File: src/rtl/alu_mc.sv
`default_nettype none
// ============================================================================
//  Module   : alu_mc
//  Brief    : Registered multi-cycle ALU with a valid/ready request handshake.
//             Single-cycle ops return one cycle after accept; MUL runs as an
//             iterative shift-add over WIDTH cycles.
//  Revision : 1.0 - initial release
// ============================================================================
module alu_mc #(
    parameter int WIDTH = 8,
    parameter int IMM_W = 4
) (
    input  logic             clk,
    input  logic             rst_n,
    input  logic             op_valid,
    output logic             op_ready,
    input  logic [3:0]       op,
    input  logic [WIDTH-1:0] alu_in,
    input  logic [WIDTH-1:0] accum,
    input  logic             pc_in,
    output logic             res_valid,
    output logic [WIDTH-1:0] alu_out,
    output logic             flag_z,
    output logic             flag_c,
    output logic             flag_n,
    output logic             flag_err
);

    localparam int c_cnt_w = $clog2(WIDTH + 1);
    localparam logic [c_cnt_w-1:0] c_cnt_init = c_cnt_w'(WIDTH);
    localparam logic [c_cnt_w-1:0] c_cnt_one  = c_cnt_w'(1);

    localparam logic [3:0] c_op_nop = 4'b0000;
    localparam logic [3:0] c_op_ldo = 4'b0001;
    localparam logic [3:0] c_op_lda = 4'b0010;
    localparam logic [3:0] c_op_sto = 4'b0011;
    localparam logic [3:0] c_op_pre = 4'b0100;
    localparam logic [3:0] c_op_add = 4'b0101;
    localparam logic [3:0] c_op_ldm = 4'b0110;
    localparam logic [3:0] c_op_adn = 4'b0111;
    localparam logic [3:0] c_op_inc = 4'b1000;
    localparam logic [3:0] c_op_dec = 4'b1001;
    localparam logic [3:0] c_op_jmp = 4'b1010;
    localparam logic [3:0] c_op_sub = 4'b1011;
    localparam logic [3:0] c_op_mul = 4'b1100;
    localparam logic [3:0] c_op_and = 4'b1101;
    localparam logic [3:0] c_op_or  = 4'b1110;
    localparam logic [3:0] c_op_hlt = 4'b1111;

    typedef enum logic [1:0] {
        S_IDLE = 2'd0,
        S_MUL  = 2'd1,
        S_DONE = 2'd2
    } state_t;

    state_t                 r_state;
    state_t                 w_state_nxt;
    logic                   w_ready;
    logic                   w_accept;

    logic [WIDTH-1:0]       r_out;
    logic                   r_res_valid;
    logic                   r_z;
    logic                   r_c;
    logic                   r_n;
    logic                   r_err;

    logic [WIDTH-1:0]       r_mcand;
    logic [2*WIDTH-1:0]     r_prod;     // {partial high half, remaining multiplier bits}
    logic [c_cnt_w-1:0]     r_cnt;
    logic [WIDTH:0]         w_mul_sum;
    logic [2*WIDTH-1:0]     w_prod_nxt;

    logic [WIDTH-1:0]       w_imm;
    logic [WIDTH:0]         w_sum;
    logic [WIDTH-1:0]       w_res;
    logic                   w_c;
    logic                   w_err;

    assign w_accept  = op_valid & w_ready;
    assign op_ready  = w_ready;
    assign res_valid = r_res_valid;
    assign alu_out   = r_out;
    assign flag_z    = r_z;
    assign flag_c    = r_c;
    assign flag_n    = r_n;
    assign flag_err  = r_err;

    // One shift-add step: add multiplicand when the current multiplier LSB is set, then shift right.
    assign w_mul_sum  = {1'b0, r_prod[2*WIDTH-1:WIDTH]} + {1'b0, (r_prod[0] ? r_mcand : {WIDTH{1'b0}})};
    assign w_prod_nxt = {w_mul_sum, r_prod[WIDTH-1:1]};

    // State register.
    always_ff @(posedge clk or negedge rst_n) begin
        if (!rst_n) begin
            r_state <= S_IDLE;
        end else begin
            r_state <= w_state_nxt;
        end
    end

    // Next-state and ready: busy only while multiply steps are running; DONE accepts like IDLE.
    always_comb begin
        w_state_nxt = r_state;
        w_ready     = 1'b1;
        case (r_state)
            S_MUL: begin
                w_ready = 1'b0;
                if (r_cnt == c_cnt_one) begin
                    w_state_nxt = S_DONE;
                end
            end
            S_IDLE, S_DONE: begin
                if (w_accept && (op == c_op_mul)) begin
                    w_state_nxt = S_MUL;
                end else begin
                    w_state_nxt = S_IDLE;
                end
            end
            default: w_state_nxt = S_IDLE;
        endcase
    end

    // Single-cycle result and carry/error for the opcode presented at accept.
    always_comb begin
        w_imm = '0;
        for (int i = 0; i < IMM_W; i++) begin
            w_imm[i] = alu_in[i];
        end
        w_sum = '0;
        w_res = accum;
        w_c   = 1'b0;
        w_err = 1'b0;
        case (op)
            c_op_nop: w_res = pc_in ? alu_in : accum;
            c_op_ldo, c_op_lda, c_op_pre, c_op_jmp: w_res = alu_in;
            c_op_sto, c_op_ldm, c_op_hlt, c_op_mul: w_res = accum;
            c_op_add: begin
                w_sum = {1'b0, accum} + {1'b0, alu_in};
                w_res = w_sum[WIDTH-1:0];
                w_c   = w_sum[WIDTH];
            end
            c_op_adn: begin
                w_sum = {1'b0, accum} + {1'b0, w_imm};
                w_res = w_sum[WIDTH-1:0];
                w_c   = w_sum[WIDTH];
            end
            c_op_inc: begin
                w_sum = {1'b0, accum} + (WIDTH + 1)'(1);
                w_res = w_sum[WIDTH-1:0];
                w_c   = w_sum[WIDTH];
            end
            c_op_dec: w_res = (accum == '0) ? '0 : accum - WIDTH'(1);
            c_op_sub: begin
                w_sum = {1'b0, accum} - {1'b0, alu_in};
                w_res = w_sum[WIDTH-1:0];
                w_c   = w_sum[WIDTH];
            end
            c_op_and: w_res = accum & alu_in;
            c_op_or:  w_res = accum | alu_in;
            default: begin
                w_res = accum;
                w_err = 1'b1;
            end
        endcase
    end

    // Result/flag registers and multiplier datapath; flags move only together with res_valid.
    always_ff @(posedge clk or negedge rst_n) begin
        if (!rst_n) begin
            r_out       <= '0;
            r_res_valid <= 1'b0;
            r_z         <= 1'b0;
            r_c         <= 1'b0;
            r_n         <= 1'b0;
            r_err       <= 1'b0;
            r_mcand     <= '0;
            r_prod      <= '0;
            r_cnt       <= '0;
        end else begin
            r_res_valid <= 1'b0;
            if (r_state == S_MUL) begin
                r_prod <= w_prod_nxt;
                r_cnt  <= r_cnt - c_cnt_one;
                if (r_cnt == c_cnt_one) begin
                    r_out       <= w_prod_nxt[WIDTH-1:0];
                    r_c         <= |w_prod_nxt[2*WIDTH-1:WIDTH];
                    r_z         <= (w_prod_nxt[WIDTH-1:0] == '0);
                    r_n         <= w_prod_nxt[WIDTH-1];
                    r_err       <= 1'b0;
                    r_res_valid <= 1'b1;
                end
            end else if (w_accept) begin
                if (op == c_op_mul) begin
                    r_mcand <= accum;
                    r_prod  <= {{WIDTH{1'b0}}, alu_in};
                    r_cnt   <= c_cnt_init;
                end else begin
                    r_out       <= w_res;
                    r_c         <= w_c;
                    r_z         <= (w_res == '0);
                    r_n         <= w_res[WIDTH-1];
                    r_err       <= w_err;
                    r_res_valid <= 1'b1;
                end
            end
        end
    end

endmodule
`default_nettype wire
File: config.mk
export PLATFORM = sky130hd
export DESIGN_NAME = alu_mc
export DESIGN_NICKNAME = d
export VERILOG_FILES = /design/src/rtl/alu_mc.sv
export SDC_FILE = /design/constraint.sdc
export NUM_CORES = 1
export LEC_CHECK = 0
export CAP_MARGIN = 30
export CORE_ASPECT_RATIO = 1.1
export CORE_MARGIN = 5
export CORE_UTILIZATION = 30
export DETAILED_ROUTE_END_ITERATION = 10
export PLACE_DENSITY = 0.56
export SLEW_MARGIN = 20
export SYNTH_ARGS = -nofsm -noshare
export SYNTH_HDL_FRONTEND = slang
export SYNTH_SLANG_ARGS = --single-unit
export TNS_END_PERCENT = 30
File: constraint.sdc
create_clock -name clk -period 2.87 [get_ports clk]
set_input_delay 0.574 -clock clk [delete_from_list [all_inputs] [get_ports clk]]
set_output_delay 0.574 -clock clk [all_outputs]
set_load 0.02 [all_outputs]
After elaboration in Yosys (flattened, before gate mapping)
Index checks and enable logic that the tools add are counted.
Operators by class
  $add $sub $neg: 7
  equality and inequality tests: 20
  mux-type cells: 39
  bitwise gates (word level): 4
  reductions and logical operators: 15
Operators by type and width (number)
  $pmux 8 s10: 1
  $mux 8: 7
  $mux 16: 3
  $eq 4x4->1 const B: 8
  $logic_not 8->1: 3
  $mux 1: 22
  $add 8x8->9: 2
  $eq 4x3->1 const B: 4
  $mux 4: 3
  $add 8x1->9 const B: 1
  $add 8x4->9: 1
  $sub 8x8->9: 1
  $and 8x8->8: 1
  $eq 4x1->1 const B: 2
  $eq 4x2->1 const B: 2
  $or 8x8->8: 1
  $reduce_or 4->1: 2
  $reduce_or 8->1: 1
  $sub 8x1->8 const B: 1
  $reduce_and 3->1: 2
  $logic_not 4->1: 1
  $pmux 1 s4: 1
  $pmux 2 s2: 1
  $reduce_bool 2->1: 2
  other kinds (12): 12
Word-level totals
  register bits: 43
  bits of input ports: 24
  output and inout bits: 14
  logic and storage cells: 95

Logic depth before layout (Yosys ltp)
Gate-level depths: netlist (run 1).
  word-level depth: 7
  mapped depth: 12
  gate-level depth less buffers: 11

Least setup slack after synthesis (run 1)
OpenSTA, ideal clock, no wires.
  kind: input -> register
  start: in accum[2]
  end: reg r_c, in the netlist flag_c
  library setup time: 0.065 ns
  arrival: 3.023 ns
  required time: 2.805 ns
  path slack: -0.218 ns
  stages on the path: 12
  buffers on the path: 2
  path through: clkbuf_1 > inv_1 > ha_1 > buf_2 > nor3_1 > or3_1 > a221oi_2 > nor3_1 > a2111oi_0 > a311oi_1 > o311ai_0 > o22a_1
Between the ends
  word-level cells in the longest chain between the ends: 5
  elaborated cells on any way between the ends: 8
  classes of those cells: 4 x add/sub; 4 x mux
RTL lines
  start: declaration: RTL line 19  | input logic [WIDTH-1:0] accum,
  $sub 8x8->9, or another cell as far along: RTL line 155  | w_sum = {1'b0, accum} - {1'b0, alu_in};
  $pmux 1 s4 *: RTL line 134  | case (op)
  $mux 1 *: RTL line 194  | if (op == c_op_mul) begin
  $mux 1 *: RTL line 193  | end else if (w_accept) begin
  $mux 1 *: RTL line 182  | if (r_state == S_MUL) begin
  end signal: assignment: RTL line 187  | r_c <= |w_prod_nxt[2*WIDTH-1:WIDTH];
  end signal: assignment: RTL line 200  | r_c <= w_c;
  end: declaration: RTL line 64  | logic r_c;
Mark *: on every way between the ends. The rest lies on a longest branch, timed or not. The select of a mux whose other input is x is not followed.
A chain may end at the register's enable or synchronous reset.

Final worst setup path (run 1)
  start: in accum[2]
  end: reg r_out[6], in the netlist alu_out[6]
Between the ends
  word-level cells in the longest chain between the ends: 6
  elaborated cells on any way between the ends: 11
  classes of those cells: 5 x add/sub; 5 x mux; 1 x reduce/logical
RTL lines
  $sub 8x1->8 or $logic_not 8->1 (tied branches): RTL line 153  | c_op_dec: w_res = (accum == '0) ? '0 : accum - WIDTH'(1);
  $mux 8: RTL line 153
  $pmux 8 s10 *: RTL line 134
  $mux 8 *: RTL line 194
  $mux 8 *: RTL line 193
  $mux 8 *: RTL line 182
  end signal: assignment: RTL line 186  | r_out <= w_prod_nxt[WIDTH-1:0];
  end signal: assignment: RTL line 199  | r_out <= w_res;
  end: declaration: RTL line 61  | logic [WIDTH-1:0] r_out;
Marked as above.

==> results of run 1 <==
worst register-to-register path: cells and delay by family, from the launching register on:
| kind | cells | cell delay, ns |
|---|---|---|
| AND/OR/NAND/NOR | 1 | 0.16 |
| AO/OA/AOI/OAI | 7 | 1.25 |
| XOR/XNOR | 1 | 0.20 |
| flip-flops | 1 | 0.38 |
| adder cells (fa/ha/maj) | 2 | 0.60 |
cells in the mapped netlist, types with 4 or more instances:
cell type  count  share of area
o21a_1         8          0.015
a21oi_1       30          0.037
o211ai_1      11          0.020
nor2b_1        5         0.0076
clkbuf_1      22          0.020
nor3_1        14          0.017
nor2_1        37          0.034
a31oi_1        6         0.0092
o221ai_1       5          0.011
nand2b_1      10          0.015
nand4_1        4         0.0061
o21ai_0       48          0.059
a21o_1         5         0.0092
a221oi_1       4         0.0086
o22ai_1        6         0.0092
and2_1        10          0.015
dfrtp_1       41           0.25
mux2i_1        6          0.015
nand3_1       23          0.028
ha_1          37           0.11
nand2_1       38          0.035
xnor2_1       18          0.039
a211oi_1       5         0.0092
o31ai_1        4         0.0073
buf_2          7         0.0086
inv_1         28          0.026
logic make-up (layout without fill, tap and decap cells):
kind of cell	Yosys count	in the layout
AO/OA/AOI/OAI	174	174
XOR/XNOR	20	20
other	1	1
flip-flops	41	41
AND/OR/NAND/NOR	167	167
adder cells (fa/ha/maj)	40	40
multiplexers	6	6
buffers and inverters	62	213
what timing repair did:
action | 4_1_cts | 5_1_grt
setup buffers | 5 | 1
pin swaps | 15 | 5
endpoints found under the hold margin | 0 | 0
setup endpoints to repair | 8 | 6
gates resized for setup | 29 | 21
metrics by stage:
step	std cells	total power (µW)	TNS, ns
6_report	846	3170	0
5_1_grt	846	3400	-0.0109
4_1_cts	844	3170	-0.0426
3_5_place_dp	832	2520	-3.77
3_3_place_gp	832	2490	-3.64
2_1_floorplan	511	1850	0
layout make-up:
| type | instances | share of cell area |
|---|---|---|
| Clock buffer | 5 | 0.0212 |
| Clock inverter | 2 | 0.00594 |
| Inverter | 29 | 0.0185 |
| Multi-Input combinational cell | 408 | 0.499 |
| Sequential cell | 41 | 0.174 |
| Tap cell | 184 | 0.0390 |
| Timing Repair Buffer | 177 | 0.242 |
worst max-delay path by stage:
stage	startpoint	end	slack, ns	cells past startpoint
global placement	accum[0]	flag_z	-0.48	12
finish	accum[2]	alu_out[6]	0.08	13
detailed placement	alu_in[0]	flag_c	-0.55	12
floorplan	accum[2]	flag_c	0.01	12
global route	accum[2]	alu_out[6]	-0.01	13
CTS	accum[3]	alu_out[5]	-0.04	11
metal layers:
metal	vias up	share of wire	track usage
met2	146	0.48	0.312
met4	0	0.043	0.0928
met3	38	0.052	0.0201
met1	2115	0.42	0.233
met5	-	0	0
li1	2175	-	-
sequential cells by signal, summed over array words and instances (netlist names):
name       flops
flag_n         1
r_state        2
flag_z         1
r_cnt          4
r_prod        16
flag_c         1
alu_out        7
r_mcand        8
res_valid      1
report_power, final:
| group | total [µW] | leakage, µW | switching (µW) | internal, µW |
|---|---|---|---|---|
| sequential | 935 | 0.000519 | 138 | 797 |
| combinational | 1620 | 0.00204 | 849 | 769 |
| clock | 615 | 0.0000797 | 212 | 403 |
==> flow_summary.yaml, run 1 <==
flow_run:
  cap_violations: 0
clocking:
  insertion_delay_ns: 0.28
  cts_tree: "done"
  cts-htree-levels: 2
  cts_root_buf: "clkbuf_16"
  path_clk_slew_ns: 0.06
  ctsHoldBuffers: 0
  cts_sinks: 41
  cts_buffers: 5
  clockBufferDepth: 2
final_layout:
  layout-drive-gt1-share: 0.292
  multi_input_area_mm2: 0.00294
  most-common-layout-cells: "buf_4 (137), o21ai_0 (46), dfrtp_1 (41), nand2_1 (38), nor2_1 (37)"
  layout.nets: 726
  final_cell_area_mm2: 0.00590
  postLayoutCoreUtil: 0.445
  final_common_cell: "buf_4"
  seq_area_mm2: 0.00103
  antenna_cells: 0
  nFillCells: 1316
  area_growth_syn_to_layout_pct: 44.1
timing:
  rsz0062_at_grt: "true"
  worst_hold_slack_ns: 0.192
  setup_viol: 0
  finalClockSkew_ns: 0.00440
  fin_ws_ns: 0.0770
  hold_violations: 0
  tightestPinTransition_ns: 0.685
  period_share: 0.973
  slew_viol_final: 0
  fin_crit_ns: 2.79
  slew_headroom: 0.540
  max_clock_freq_ghz: 0.358
grt:
  grt-ovfl-total: 0
  grt_pass1_wl_mm: 23.8
  grt_pass1_vias: 4502
  grt_use_total: 0.185
  antenna_found_initial: 0
  grt_max_degree: 42
worst_setup_path:
  slowest_delay_ns: 0.40
  cpMostUsedCell: "buf_4"
  cp_cell_sequence: "dlygate4sd2_1 -> buf_4 -> ha_1 -> nor2b_1 -> or3_4 -> a221oi_4 -> buf_4 -> buf_4 -> a221o_1 -> nand2_1 -> a22o_1 -> o211ai_1 -> o21a_1"
  crit_type: "in2reg"
  end_kind: "register"
  r2r-end: "flag_c"
  reg2regPathDepth: 11
  worst-path-buf-inv: 4
  r2r-start: "r_mcand[0]"
  critical_path_required_ns: 3.09
  cp-start-kind: "input port"
  crit_fanout: 4
  crit_slowest_cell: "or3_4"
  r2r_setup_slack_ns: 0.15
  arrival_ns: 3.02
  cp_top_family: "compound AO/OA/AOI/OAI gates"
power_and_ir_drop:
  ir_worst_vdd_mv: 0.241
  powerDensity_mw_per_mm2: 537
  leakage_uw: 0.00264
route:
  drt_wl_total_mm: 15.1
  routedWlPerCell_um: 17.9
  postRouteAntennaNets: 0
  viasPerCell: 5.29
  drtIter0Drc: 442
  first_pass_iters: 5
  vias: 4474
  drc: 0
yosys:
  synth_edf_count: 0
  yosys.area_share.simple: 0.209
  yosys_warnings: 0
  synth.avg_cell_area_um2: 8.01
  syn_inst: 511
  synth_xor_area_frac: 0.0428
  synth_top_family_by_area: "compound AO/OA/AOI/OAI gates"
  yosysSeqAreaShare: 0.251
  ys_seq_elements: 41
  muxShareOfSynthArea: 0.0147
  netlist_area_mm2: 0.00409
  synthArstFlopShare: 1.00
  ys_types: 72
  syn-num-nets: 575
  synthFlopType: "dfrtp_1"
  synth-compound-area-share: 0.290
  synthAdderAreaFrac: 0.128
floorplanning:
  die_h_um: 133
  start_util: 0.308
  dieArea_mm2: 0.0161
  ios: 38
  rows: 44
  fp.dieW_um: 121
  core_area_mm2: 0.0133
run_status:
  outcome: "finished, final reports clean"
placement:
  hpwl_mm: 12.3
  routabilityCongestion: 1.02
  place_area_mm2: 0.00556
  post-place-ws_ns: -0.548
  io_buffers: 36
worst_hold_path:
  hold_path.class: "in2async"
Note: power is estimated with default switching activity, not from simulation.
==> inputs of run 2 (changes only) <==
--- a/config.mk
+++ b/config.mk
@@ -7,7 +7,7 @@
 export LEC_CHECK = 0
 export CAP_MARGIN = 30
 export CORE_ASPECT_RATIO = 1.1
-export CORE_MARGIN = 5
+export CORE_MARGIN = 10
 export CORE_UTILIZATION = 30
 export DETAILED_ROUTE_END_ITERATION = 10
 export PLACE_DENSITY = 0.56
==> run 2 against run 1 <==
  * First-iteration DRC count shrank 9.0%
  * Cell count up 0.83%
  * Setup slack improved by 0.040 ns
  * Clock skew fell by 0.0011 ns
  * Clock power down 11%
  * Combinational power hardly changed
  * Sequential share of layout area down 0.27 points
  * Largest power group unchanged
  * Core utilization increased by 0.75 points
  * Design area increased by 1.7%
==> flow_summary.yaml, run 2 (synthesized netlist as in run 1, its figures left out) <==
final_layout:
  final_common_cell: "buf_4"
  multi_input_area_mm2: 0.00300
  layout.nets: 732
  area_growth_syn_to_layout_pct: 46.6
  layout-drive-gt1-share: 0.311
  most-common-layout-cells: "buf_4 (140), o21ai_0 (46), dfrtp_1 (40), nand2_1 (38), nor2_1 (37)"
  postLayoutCoreUtil: 0.452
  largest_reg_flops: 16
  seq_area_mm2: 0.00103
  nFillCells: 1323
  antenna_cells: 0
  regMostFlops: "r_prod"
clocking:
  cts-htree-levels: 2
  cts_sinks: 41
  cts_tree: "done"
  path_clk_slew_ns: 0.06
  insertion_delay_ns: 0.28
  clockBufferDepth: 2
  cts_buffers: 5
  cts_root_buf: "clkbuf_16"
worst_setup_path:
  crit_slowest_cell: "a2111oi_0"
  cp_cell_sequence: "dlygate4sd2_1 -> buf_4 -> ha_2 -> a21o_1 -> buf_4 -> a2111oi_0 -> a21oi_1 -> xnor2_1 -> nand2_1 -> a32o_1 -> o211ai_1 -> o21a_1"
  slowest_delay_ns: 0.41
  cp-start-kind: "input port"
  cpMostUsedCell: "buf_4"
  arrival_ns: 2.98
  crit_type: "in2reg"
  end_kind: "register"
  crit_fanout: 2
  critical_path_required_ns: 3.09
power_and_ir_drop:
  ir_worst_vdd_mv: 0.222
  leakage_uw: 0.00266
  p_total_uw: 3140
  powerDensity_mw_per_mm2: 523
route:
  vias: 4537
  first_pass_iters: 5
  drtIter0Drc: 402
  drt_wl_total_mm: 16.0
  postRouteAntennaNets: 0
  drc: 0
  routedWlPerCell_um: 18.8
  viasPerCell: 5.32
grt:
  grt_use_total: 0.166
  grt-ovfl-total: 0
  grt_pass1_wl_mm: 25.3
  grt_pass1_vias: 4553
  grt_max_degree: 42
  antenna_found_initial: 0
placement:
  hpwl_mm: 13.0
  routabilityCongestion: 0.967
  post-place-ws_ns: -0.602
  io_buffers: 36
floorplanning:
  rows: 44
  fp.dieW_um: 131
  start_util: 0.308
  ios: 38
  die_h_um: 143
  core_area_mm2: 0.0133
  dieArea_mm2: 0.0187
timing:
  rsz0062_at_grt: "true"
  fin_ws_ns: 0.116
  fin_crit_ns: 2.75
  slew_viol_final: 0
  tightestPinTransition_ns: 0.532
  worst_hold_slack_ns: 0.154
  max_clock_freq_ghz: 0.363
  slew_headroom: 0.642
  hold_violations: 0
  period_share: 0.959
  setup_viol: 0
  finalClockSkew_ns: 0.00330
flow_run:
  cap_violations: 0
run_status:
  outcome: "finished, final reports clean"
worst_hold_path:
  hold_path.class: "in2async"
[run 2: changes by cell type in the layout (fill, tap and decap cells not counted), sizes merged]
cell,change
buf,+6
clkbuf,-1
clkinvlp,+1
clkinv,+1
dlygate4sd2,-1
bufinv,-1
clkdlybuf4s15,+2
[run 2: worst max-delay path: cells and delay by family]
| family | cells | cell delay (ns) |
|---|---|---|
| AOI/OAI and AO/OA | 6 | 1.37 |
| buffers and inverters | 3 | 0.57 |
| adders and majority gates | 1 | 0.20 |
| xor gates and xnor gates | 1 | 0.18 |
| and+or+nand+nor | 1 | 0.07 |
[run 2: final timing paths]
path	from	endpoint	slack (ns)	cells past startpoint
worst min register to register	r_state[0]	r_state[0]	0.45	1
worst max register to register	r_prod[0]	flag_c	0.17	11
worst max-delay path	alu_in[2]	flag_n	0.12	12
max in group asynchronous	rst_n	r_prod[2]	2.27	2
worst min-delay path	rst_n	r_prod[11]	0.15	1
min in group clk	r_state[0]	r_state[0]	0.45	1
[run 2: layer usage]
| metal | vias to the layer above | part of all wire | GRT usage |
|---|---|---|---|
| met4 | 0 | 0.020 | 0.0521 |
| met1 | 2166 | 0.43 | 0.204 |
| met2 | 164 | 0.50 | 0.295 |
| met5 | - | 0 | 0 |
| li1 | 2187 | - | - |
| met3 | 20 | 0.055 | 0.0205 |
[run 2: layout make-up]
class                      instances  share of cell area
clock inverter                     3             0.00292
inverter                          29              0.0181
clock buffer                       5              0.0209
multi-input combinational        408               0.501
tap                              184              0.0384
sequential                        41               0.171
timing repair buffer             183               0.248
[run 2: metrics by stage]
stage / cells / area, µm² / setup TNS [ns]
3_5_place_dp: 836 / 5580 / -4.21
6_report: 853 / 6000 / 0
2_1_floorplan: 511 / 4100 / 0
3_3_place_gp: 836 / 5580 / -4.05
5_1_grt: 853 / 6000 / -0.00328
4_1_cts: 852 / 5870 / 0
[run 2: where the power goes]
group	internal [µW]	total [µW]	leakage, µW	switching, µW
clock	319	545	0.0000696	226
sequential	798	945	0.000518	147
combinational	776	1650	0.00207	873
total	1890	3140	0.00266	1250
[run 2: timing repair]
item                                   CTS  global route
setup endpoints to repair                7             6
endpoints found under the hold margin    0             0
buffers inserted                         8             0
hold buffers                             0             0
pin swaps                               16             8
resized for setup                       38            29
==> inputs of run 3 (changes only) <==
--- a/config.mk
+++ b/config.mk
@@ -10,6 +10,7 @@
 export CORE_MARGIN = 10
 export CORE_UTILIZATION = 30
 export DETAILED_ROUTE_END_ITERATION = 10
+export MAX_ROUTING_LAYER = met4
 export PLACE_DENSITY = 0.56
 export SLEW_MARGIN = 20
 export SYNTH_ARGS = -nofsm -noshare
==> run 3 against run 2 <==
  * Die area stayed put
  * Largest cell class unchanged
  * Flip-flop and latch count stayed put
  * Largest power group unchanged
  * Fmax fell by 0.83%
  * Global-route usage shrank 0.12 points
  * Sequential share of layout area increased by 0.22 points
  * Critical path type unchanged
  * Setup slack worse by 0.023 ns
==> flow_summary.yaml, run 3 (synthesized netlist as in run 1, its figures left out) <==
run_status:
  outcome: "finished, final reports clean"
final_layout:
  regMostFlops: "r_prod"
  layout.nets: 722
  final_common_cell: "buf_4"
  final_cell_area_mm2: 0.00592
  antenna_cells: 0
  area_growth_syn_to_layout_pct: 44.5
  finalNonFillerCells: 843
  largest_reg_flops: 16
  layout-drive-gt1-share: 0.293
  postLayoutCoreUtil: 0.446
  most-common-layout-cells: "buf_4 (132), o21ai_0 (46), dfrtp_1 (41), nand2_1 (38), nor2_1 (37)"
clocking:
  cts_sinks: 41
  ctsHoldBuffers: 0
  clockBufferDepth: 2
  cts_tree: "done"
  cts_root_buf: "clkbuf_16"
  path_clk_slew_ns: 0.06
  cts-htree-levels: 2
  cts_buffers: 5
  insertion_delay_ns: 0.28
timing:
  hold_violations: 0
  rsz0062_at_grt: "true"
  setup_viol: 0
  finalClockSkew_ns: 0.00282
  tightestPinTransition_ns: 0.537
  fin_crit_ns: 2.78
  slew_viol_final: 0
  period_share: 0.967
  slew_headroom: 0.637
  fin_setup_tns_ns: 0
  max_clock_freq_ghz: 0.360
power_and_ir_drop:
  powerDensity_mw_per_mm2: 527
  leakage_uw: 0.00262
  ir_worst_vdd_mv: 0.246
  p_total_uw: 3120
route:
  routedWlPerCell_um: 18.5
  drc: 0
  drtIter0Drc: 393
  first_pass_iters: 6
  vias: 4516
  postRouteAntennaNets: 0
  drt_wl_total_mm: 15.6
  viasPerCell: 5.36
grt:
  met1_usage: 0.193
  grt_use_total: 0.164
  grt_max_degree: 42
  grt_pass1_wl_mm: 24.1
  antenna_found_initial: 0
  grt_pass1_vias: 4381
  met2_usage: 0.290
  grt_busiest_layer: "met2"
  use_met3: 0.0187
  grt-ovfl-total: 0
worst_setup_path:
  crit_fanout: 6
  r2r-start: "r_prod[0]"
  worstSetupEndpoint: "flag_n"
  crit_path_start: "alu_in[4]"
  crit_type: "in2reg"
  critical_path_required_ns: 3.09
  reg2regPathDepth: 11
  r2r-end: "flag_c"
  arrival_ns: 3.00
  r2r_setup_slack_ns: 0.18
  end_kind: "register"
  cp-start-kind: "input port"
placement:
  hpwl_mm: 12.8
  io_buffers: 36
  placedCellCount: 831
  place_area_mm2: 0.00555
  routabilityCongestion: 0.987
floorplanning:
  core_area_mm2: 0.0133
  rows: 44
  start_util: 0.308
  ios: 38
  fp.dieW_um: 131
  dieArea_mm2: 0.0187
  die_h_um: 143
flow_run:
  cap_violations: 0
worst_hold_path:
  hold_path.class: "in2async"
[run 3: changes by cell type in the layout (fill, tap and decap cells not counted), sizes merged]
| cell | change |
|---|---|
| clkbuf | -1 |
| clkinvlp | -1 |
| dlygate4sd2 | +1 |
| buf | -9 |
[run 3: where the power goes]
part / switching [µW] / total (µW) / internal [µW]
Combinational: 866 / 1640 / 778
Clock: 216 / 535 / 319
Sequential: 141 / 938 / 797
[run 3: cell type report]
type / instances / area (µm²)
well taps: 184 / 230
flip-flops and latches: 41 / 1030
clock inverters: 2 / 10.0
inverters: 29 / 109
multi-input cells: 408 / 3000
clock buffers: 6 / 129
repair buffers: 173 / 1410
fillers: 1346 / 7350
[run 3: repair_timing]
action	4_1_cts	5_1_grt
pin swaps	13	5
endpoints found under the setup margin	9	6
setup buffers	3	0
resized for setup	42	21
[run 3: critical path, cell delays in order]
cell and delay [ns]:
clkdlybuf4s50_1 0.48, inv_1 0.09, ha_4 0.29, or4_4 0.58, a31oi_4 0.21, xnor2_1 0.13, nand2_1 0.07, a32o_1 0.26
o211ai_1 0.18, o21a_1 0.14
[run 3: per-layer routing]
layer  share of wire  wire, µm
met5               0         0
met4           0.028       439
met3           0.041       643
met2            0.49      7650
met1            0.44      6850
[run 3: worst min path at each step]
stage | end | cells past startpoint
2_1_floorplan | alu_out[0] | 0
3_3_place_gp | r_state[0] | 1
3_5_place_dp | r_state[0] | 1
4_1_cts | r_state[0] | 1
5_1_grt | r_prod[10] | 1
6_report | r_prod[10] | 1
[run 3: metrics by stage]
step / setup WS, ns / hold slack (ns)
2_1_floorplan: 0.0130 / 0.278
3_3_place_gp: -0.596 / 0.432
3_5_place_dp: -0.608 / 0.435
4_1_cts: -0.00312 / 0.442
5_1_grt: -0.0455 / 0.166
6_report: 0.0933 / 0.154
